===== config.mk =====
export PLATFORM = sky130hd
export DESIGN_NAME = regbank_banco
export DESIGN_NICKNAME = d
export VERILOG_FILES = /design/src/rtl/regbank_pkg.sv /design/src/rtl/regbank_scoreboard.sv /design/src/rtl/regbank_banco.sv
export SDC_FILE = /design/constraint.sdc
export NUM_CORES = 2
export LEC_CHECK = 0
export ABC_AREA = 0
export BUFFER_PORTS_ARGS = -buffer_cell sky130_fd_sc_hd__buf_2
export CORE_MARGIN = 8
export CORE_UTILIZATION = 35
export CTS_CLUSTER_DIAMETER = 150
export DETAILED_ROUTE_END_ITERATION = 10
export GPL_ROUTABILITY_DRIVEN = 0
export PLACE_DENSITY = 0.51
export SLEW_MARGIN = 20
export SYNTH_ARGS = -nofsm -noshare
export SYNTH_HDL_FRONTEND = slang
export SYNTH_SLANG_ARGS = --single-unit

===== constraint.sdc =====
create_clock -name clock -period 6.01 [get_ports clock]
set_input_delay 0.9015 -clock clock [delete_from_list [all_inputs] [get_ports clock]]
set_output_delay 0.9015 -clock clock [all_outputs]
set_load 0.1 [all_outputs]

===== src/rtl/regbank_pkg.sv =====
// Shared definitions for the register bank.
// Holds the default geometry of the bank, the index of the hard-wired zero
// register, and a helper that decides whether an index is a real writable
// register (nonzero and inside the bank).
package regbank_pkg;

    localparam int DATA_W_DEF   = 32;
    localparam int ADDR_W_DEF   = 5;
    localparam int NUM_REGS_DEF = 32;

    // Register 0 is constant zero: it ignores writes and reservations.
    localparam int unsigned ZERO_REG = 0;

    // True when the index names a register that can hold data or be busy.
    function automatic logic is_writable_index(input int unsigned index,
                                               input int unsigned num_regs);
        return (index != ZERO_REG) && (index < num_regs);
    endfunction

endpackage


===== src/rtl/regbank_scoreboard.sv =====
// Busy-bit scoreboard for the register bank.
// One busy bit per register. A reservation marks a destination pending, an
// accepted write-back clears it, and a reservation arriving in the same cycle
// as the write-back to the same register wins. The stall output tells the
// requester that a source operand is still pending and the read must be retried.
//
// Ports:
//   clock         rising-edge clock
//   reset_n       asynchronous active-low reset (clears every busy bit)
//   reserve_valid reservation strobe, reserve_addr is the destination index
//   write_enable  write-back strobe, rd_addr is the destination index
//   read_enable   read request for rs_addr/rt_addr
//   stall         combinational: read requested and a source is pending
module regbank_scoreboard
    import regbank_pkg::*;
#(
    parameter int ADDR_W   = ADDR_W_DEF,
    parameter int NUM_REGS = NUM_REGS_DEF
) (
    input  logic              clock,
    input  logic              reset_n,
    input  logic              reserve_valid,
    input  logic [ADDR_W-1:0] reserve_addr,
    input  logic              write_enable,
    input  logic [ADDR_W-1:0] rd_addr,
    input  logic              read_enable,
    input  logic [ADDR_W-1:0] rs_addr,
    input  logic [ADDR_W-1:0] rt_addr,
    output logic              stall
);

    logic [NUM_REGS-1:0] busy;
    logic                reserve_ok;
    logic                write_ok;
    logic                rs_busy;
    logic                rt_busy;

    assign reserve_ok = reserve_valid && is_writable_index(32'(reserve_addr), NUM_REGS);
    assign write_ok   = write_enable  && is_writable_index(32'(rd_addr), NUM_REGS);

    genvar gi;
    generate
        for (gi = 0; gi < NUM_REGS; gi++) begin : g_busy
            if (gi == 0) begin : g_zero
                // The zero register can never be pending.
                assign busy[gi] = 1'b0;
            end else begin : g_bit
                logic busy_reg;
                logic busy_next;

                always_comb begin
                    busy_next = busy_reg;
                    if (write_ok && (rd_addr == ADDR_W'(gi))) begin
                        busy_next = 1'b0;
                    end
                    // Evaluated after the clear so a new reservation wins.
                    if (reserve_ok && (reserve_addr == ADDR_W'(gi))) begin
                        busy_next = 1'b1;
                    end
                end

                always_ff @(posedge clock or negedge reset_n) begin
                    if (!reset_n) begin
                        busy_reg <= 1'b0;
                    end else begin
                        busy_reg <= busy_next;
                    end
                end

                assign busy[gi] = busy_reg;
            end
        end
    endgenerate

    // A pending operand being written back this very cycle is not a hazard:
    // the bank forwards the write-back data to the read.
    always_comb begin
        rs_busy = 1'b0;
        if (is_writable_index(32'(rs_addr), NUM_REGS)) begin
            rs_busy = busy[rs_addr] && !(write_enable && (rd_addr == rs_addr));
        end
    end

    always_comb begin
        rt_busy = 1'b0;
        if (is_writable_index(32'(rt_addr), NUM_REGS)) begin
            rt_busy = busy[rt_addr] && !(write_enable && (rd_addr == rt_addr));
        end
    end

    assign stall = read_enable && (rs_busy || rt_busy);

endmodule


===== src/rtl/regbank_banco.sv =====
// Two-read, one-write register bank with a busy-bit scoreboard.
// Reads are registered (one-cycle latency) and qualified by read_valid. A read
// is refused (stall) while a source register is reserved and not yet written
// back. Write-back data is forwarded to a read accepted in the same cycle.
// Register 0 reads zero; out-of-range indices read zero and are never written.
//
// Ports:
//   clock, reset_n              rising-edge clock, async active-low reset
//   read_enable, rs_addr, rt_addr   read request and source indices
//   rs_data, rt_data, read_valid    registered read results and their strobe
//   write_enable, rd_addr, rd_data  write-back strobe, index and value
//   reserve_valid, reserve_addr     mark a destination as pending
//   stall                           read must be retried (operand pending)
module regbank_banco
    import regbank_pkg::*;
#(
    parameter int DATA_W   = DATA_W_DEF,
    parameter int ADDR_W   = ADDR_W_DEF,
    parameter int NUM_REGS = NUM_REGS_DEF
) (
    input  logic              clock,
    input  logic              reset_n,
    input  logic              read_enable,
    input  logic [ADDR_W-1:0] rs_addr,
    input  logic [ADDR_W-1:0] rt_addr,
    output logic [DATA_W-1:0] rs_data,
    output logic [DATA_W-1:0] rt_data,
    input  logic              write_enable,
    input  logic [ADDR_W-1:0] rd_addr,
    input  logic [DATA_W-1:0] rd_data,
    input  logic              reserve_valid,
    input  logic [ADDR_W-1:0] reserve_addr,
    output logic              stall,
    output logic              read_valid
);

    logic [DATA_W-1:0] regs_reg [NUM_REGS];
    logic [DATA_W-1:0] rs_data_reg;
    logic [DATA_W-1:0] rs_data_next;
    logic [DATA_W-1:0] rt_data_reg;
    logic [DATA_W-1:0] rt_data_next;
    logic              read_valid_reg;
    logic              read_valid_next;
    logic              write_ok;
    logic              read_accept;

    regbank_scoreboard #(
        .ADDR_W   (ADDR_W),
        .NUM_REGS (NUM_REGS)
    ) u_scoreboard (
        .clock         (clock),
        .reset_n       (reset_n),
        .reserve_valid (reserve_valid),
        .reserve_addr  (reserve_addr),
        .write_enable  (write_enable),
        .rd_addr       (rd_addr),
        .read_enable   (read_enable),
        .rs_addr       (rs_addr),
        .rt_addr       (rt_addr),
        .stall         (stall)
    );

    assign write_ok    = write_enable && is_writable_index(32'(rd_addr), NUM_REGS);
    assign read_accept = read_enable && !stall;

    // Register 0 is reset to zero and never selected by write_ok, so it stays
    // zero; reads of it are forced to zero anyway.
    always_ff @(posedge clock or negedge reset_n) begin
        if (!reset_n) begin
            for (int i = 0; i < NUM_REGS; i++) begin
                regs_reg[i] <= '0;
            end
        end else if (write_ok) begin
            regs_reg[rd_addr] <= rd_data;
        end
    end

    // Source operand value including forwarding of this cycle's write-back.
    function automatic logic [DATA_W-1:0] read_value(input logic [ADDR_W-1:0] addr);
        logic [DATA_W-1:0] value;
        value = '0;
        if (is_writable_index(32'(addr), NUM_REGS)) begin
            if (write_ok && (rd_addr == addr)) begin
                value = rd_data;
            end else begin
                value = regs_reg[addr];
            end
        end
        return value;
    endfunction

    always_comb begin
        rs_data_next    = rs_data_reg;
        rt_data_next    = rt_data_reg;
        read_valid_next = 1'b0;
        if (read_accept) begin
            rs_data_next    = read_value(rs_addr);
            rt_data_next    = read_value(rt_addr);
            read_valid_next = 1'b1;
        end
    end

    always_ff @(posedge clock or negedge reset_n) begin
        if (!reset_n) begin
            rs_data_reg    <= '0;
            rt_data_reg    <= '0;
            read_valid_reg <= 1'b0;
        end else begin
            rs_data_reg    <= rs_data_next;
            rt_data_reg    <= rt_data_next;
            read_valid_reg <= read_valid_next;
        end
    end

    assign rs_data    = rs_data_reg;
    assign rt_data    = rt_data_reg;
    assign read_valid = read_valid_reg;

endmodule


# --- After elaboration in Yosys (flattened, before gate mapping) ---
# Cells that the tools add are included.
totals:
  output_inout_bits: 66
  elab_cells: 333
  inputBits: 57
  ff_bits: 1120
classes:
  n_eq_ne: 64
  order_cmp: 6
  n_bitwise: 3
  n_reduce_logical: 112
  muxes: 82
op_table:
  columns: ["cell", "n"]
  rows:
  - ["1024-bit bitwise mux", 1]
  - ["32-bit binary-select mux with 5-bit select", 2]
  - ["32-bit two-way mux", 9]
  - ["32-bit demux with 5-bit select", 1]
  - ["5-bit == test (second input constant)", 32]
  - ["5-bit by 4-bit == test with 1-bit output (second input constant)", 16]
  - ["1-bit logical AND", 73]
  - ["1-bit two-way mux", 67]
  - ["2-bit nonzero test", 31]
  - ["5-bit by 3-bit == test with 1-bit output (second input constant)", 8]
  - ["5-bit by 2-bit == test with 1-bit output (second input constant)", 4]
  - ["5-bit nonzero test", 4]
  - ["6-bit >= comparator (second input constant)", 3]
  - ["5-bit inverter with 6-bit output", 3]
  - ["5-bit by 6-bit less-than comparator with 1-bit output (second input constant)", 2]
  - ["1-bit binary-select mux with 5-bit select", 2]
  - ["5-bit by 1-bit == test with 1-bit output (second input constant)", 2]
  - ["5-bit == test", 2]
  - ["6-bit by 1-bit less-than comparator with 1-bit output (second input constant)", 1]
  - ["1-bit zero test", 3]
  - ["1-bit logical OR", 1]

# --- Depth between registers and ports, before layout ---
logic_depth:
  ltp_word: 10
  ltp_mapped: 13
  mapped_depth_nobuf: 7

# --- By module ---
# Synthesis repeated with hierarchy kept, for this count alone.
hier_totals:
  hier_cells: 3745
  area_unflattened_um2: 58503.6
by_module_without_submodules:
  columns: ["mod", "area_each_um2", "cells_per_inst", "instances", "seq_area_each_um2"]
  rows:
  - ["regbank_banco", 56467.9, 3542, 1, 27251.1]
  - ["regbank_scoreboard", 2035.7, 203, 1, 775.7]

# --- Least setup slack after synthesis ---
# No wires, ideal clock.
synth_timing:
  path_type: "input to output"
  from: "in rt_addr[0]"
  to: "out stall"
  n_path_buf: 3
  t_required_ps: 5108
  arrival_time_ps: 3768
  cell_stages: 9
  setup_slack_ps: 1341
  path_cell_list: "buf_4 buf_6 mux4_2 mux2i_1 mux2_2 o32ai_2 clkbuf_1 nor2_1 nor2_1"
synth_between:
  elab_chain_cells: 7
  elab_cells_between_ends: 10
  cone_classes: "1 x eq/ne; 3 x mux; 6 x reduce/logical"
synth_rtl:
  columns: ["element", "line_no", "text"]
  rows:
  - ["start, declared", "regbank_banco.sv:25", "input logic [ADDR_W-1:0] rt_addr,"]
  - ["branches (longest 4 deep; another with 1-bit binary-select mux with 5-bit select)", null, null]
  - ["1-bit two-way mux *", "regbank_scoreboard.sv:86", "if (is_writable_index(32'(rt_addr), NUM_REGS)) begin"]
  - ["1-bit logical OR *", "regbank_scoreboard.sv:91", "assign stall = read_enable && (rs_busy || rt_busy);"]
  - ["1-bit logical AND *", "regbank_scoreboard.sv:91", null]
  - ["end, declared", "regbank_banco.sv:33", "output logic stall,"]
# Mark *: on every way between the ends. The select of a mux whose other input is x is not followed.

# --- Final worst setup path ---
layout_timing:
  from: "in rs_addr[1]"
  to: "out stall"
layout_between:
  elab_chain_cells: 7
  elab_cells_between_ends: 10
  cone_classes: "1 x eq/ne; 3 x mux; 6 x reduce/logical"
layout_rtl:
  columns: ["element", "line_no", "text"]
  rows:
  - ["start, declared", "regbank_banco.sv:24", "input logic [ADDR_W-1:0] rs_addr,"]
  - ["branches (longest 4 deep; another with 1-bit binary-select mux with 5-bit select)", null, null]
  - ["1-bit two-way mux *", "regbank_scoreboard.sv:79", "if (is_writable_index(32'(rs_addr), NUM_REGS)) begin"]
  - ["1-bit logical OR *", "regbank_scoreboard.sv:91", null]
  - ["1-bit logical AND *", "regbank_scoreboard.sv:91", null]
# Marks and branches as above.

==> flow_metrics.env <==
export IMPL_wl_met1_um=96800
export IMPL_drive_gt1_share_pct=43.7
export IMPL_power_leakage_nw=29.3
export IMPL_port_buffers=122
export IMPL_post_route_min_period_ps=4710
export IMPL_rrSetupSlack_ps=2650
export IMPL_setup_violations=0
export IMPL_synth_most_common_cell="dfrtp_1"
export IMPL_tightest_slew_ps=1200
export IMPL_ys_warn_count=0
export IMPL_synthTopCellsByCount="1120 x dfrtp_1, 1059 x mux2_2, 439 x mux2i_1, 333 x mux4_2, 321 x clkbuf_1"
export IMPL_area_growth_pct=12.3
export IMPL_syn_area_per_cell_um2=13.7
export IMPL_synthCells=4389
export IMPL_dr_total_vias=40700
export IMPL_combPwrFrac_pct=24.6
export IMPL_async_flop_share_pct=100
export IMPL_drtAntennaViolNets=0
export IMPL_power_switching_mw=8.09
export IMPL_clk_pin_slew_worst_paths_ps=60
export IMPL_core_area_um2=171000
export IMPL_grt_overflow=0
export IMPL_grt_pass1_wl_um=323000
export IMPL_first_iter_violations=3550
export IMPL_cp_max_fo=63
export IMPL_cts_sinks=1120
export IMPL_switching_share_pct=32.7
export IMPL_setup_ws_ps=1300
export IMPL_cts_made_buffers=133
export IMPL_pin_count=123
export IMPL_synth_top_area_share_pct=46.7
export IMPL_synth_edf_count=0
export IMPL_grt_max_degree=146
export IMPL_relSlewSlack_pct=20.0
export IMPL_status="completed"
export IMPL_n_fill_cell=16100
export IMPL_die_area_um2=185000
export IMPL_rsz0062_at_grt="false"
export IMPL_synth_area_leader_cell="dfrtp_1"
export IMPL_drcViolationCount=0
export IMPL_final_setup_tns_ps=0
export IMPL_synth_area_um2=60100
export IMPL_cts_max_path_buffers=3
export IMPL_fin_crit_sh_pct=78.3
export IMPL_synth_area_leaders="dfrtp_1 47%, mux2_2 20%, mux4_2 12%, mux2i_1 7.3%, clkbuf_1 2.0%"
export IMPL_hold_viol=0
export IMPL_hpwlAfterDp_um=131000
export IMPL_finClkSkew_ps=26.7
export IMPL_yosysSeqAreaShare_pct=46.7
export IMPL_ctsHoldBuffers=0
export IMPL_dp_worst_setup_slack_ps=1230
export IMPL_clk_latency_ps=780
export IMPL_maxCapViolCount=0
export IMPL_peakVddDrop_v=0.000312
export IMPL_ctsResizeCount=0
export IMPL_die_h_um=430
export IMPL_dr_wl_met2_um=108000
export IMPL_syn_num_nets=4446
export IMPL_ys_types=65
export IMPL_start_util_pct=35.1
export IMPL_maxSlewViolCount=0
export IMPL_ys_seq_elements=1120
export IMPL_grt_pass1_vias=41400
export IMPL_cts_root_buf="clkbuf_16"
export IMPL_p_clk_share_pct=33.6
export IMPL_cts_setup_buffers=0
export IMPL_synth_ff_type="dfrtp_1"
export IMPL_seq_power_share_pct=41.8
export IMPL_crit_required_ps=5110
export IMPL_max_freq_mhz=212
export IMPL_highest_layer="met5"
export IMPL_pwr_density_cell_nw_per_um2=366
export IMPL_wl_met3_um=11800
export IMPL_hp_class="input port to asynchronous set/reset pin"
export IMPL_placementRows=152
export IMPL_routed_wl_um=226000
export IMPL_worst_setup_path_end_kind="output port"
export IMPL_antenna_found_initial=13
export IMPL_p_int_mw=16.6
export IMPL_arrival_ps=3810
export IMPL_cts_tree="yes"
export IMPL_nets=4344
export IMPL_worstSetupPathType="input port to output port"
export IMPL_die_w_um=430
export IMPL_start_kind="input port"
export IMPL_htreeDepth=4
export IMPL_largest_reg_flops=1024
export IMPL_firstDrtPassIters=6
export IMPL_drt_wirelength_per_cell_um=34.1
export IMPL_vias_per_cell=6.14
export IMPL_grt_usage_pct=23.8
==> power by group through the flow <==
stage	clock [mW]	sequential (mW)	combinational, mW
final	8.29	10.3	6.08
after global routing	8.76	10.5	6.42
after floorplan	0	11.2	3.41
after detailed placement	0	10.4	6.09
after global placement	0	10.4	6.02
after CTS	8.46	10.3	6.10
==> cells in the final DEF (no fill, tap or decap), drive strengths merged, types with 12 or more instances in the layout <==
cell type  instances
a211oi            12
a21o              12
a21oi             88
a221oi           117
a22o              24
a22oi             54
buf              244
clkbuf           198
clkinv            18
dfrtp           1120
inv               17
mux2            1064
mux2i            439
mux4             333
nand2             74
nand2b            23
nand3             46
nand4             23
nor2              60
nor2b             13
nor3              44
nor3b             19
o21ai            115
o22ai             14
o31ai             30
or2               19
==> final timing paths <==
check | from | endpoint | depth (start not counted)
setup / recovery | rs_addr[1] | stall | 8
hold / removal | reset_n | regs_reg[793] | 1
setup reg to reg | u_scoreboard.g_busy[20].g_bit.busy_reg | rs_data[29] | 8
hold reg to reg | regs_reg[1021] | regs_reg[1021] | 0
max in group asynchronous | reset_n | regs_reg[335] | 2
min in group clock | regs_reg[1021] | regs_reg[1021] | 0
==> routing by layer <==
metal / global-route usage [%] / up-vias
met5: 0 / -
met1: 31.8 / 22200
met3: 3.86 / 437
met2: 39.0 / 1402
met4: 9.30 / 2
li1: - / 16700
==> logic make-up (layout without fill, tap and decap cells) <==
kind of cell,count (synthesis),after routing,share of synthesized area [%]
multiplexers,1836,1836,39.7
AO/OA/AOI/OAI,558,558,6.57
other,0,11,0
XOR/XNOR,10,10,0.146
flip-flops,1120,1120,46.7
AND/OR/NAND/NOR,371,371,3.23
buffers and inverters,494,488,3.65
==> metrics by stage <==
stage	hold WS, ps	total power, mW	util, %	instances	cell area [um^2]
global route	227	25.7	39.4	6620	67400
detailed placement	383	16.5	36.8	6385	63000
CTS	192	24.9	39.4	6616	67400
global placement	377	16.4	36.8	6384	63000
floorplan	441	14.6	-	4389	60100
finish	195	24.7	39.4	6627	67400
==> cell type report <==
type | instances | area, um^2 | area share, %
antenna | 11 | 27.5 | 0.0408
clock inverter | 33 | 459 | 0.681
inverter | 13 | 53.8 | 0.0798
tap | 2233 | 2790 | 4.14
timing repair buffer | 244 | 1920 | 2.84
clock buffer | 198 | 3960 | 5.87
sequential | 1120 | 28000 | 41.6
multi-input combinational | 2775 | 30200 | 44.8
==> worst max-delay path, stage by stage <==
cell and delay (ps):
buf_8 520, mux4_2 370, mux2i_1 70, o2111ai_1 310, o311a_1 380, nor2_1 140, nor2_1 800, buf_12 270
(Power assumes the default switching activity.)
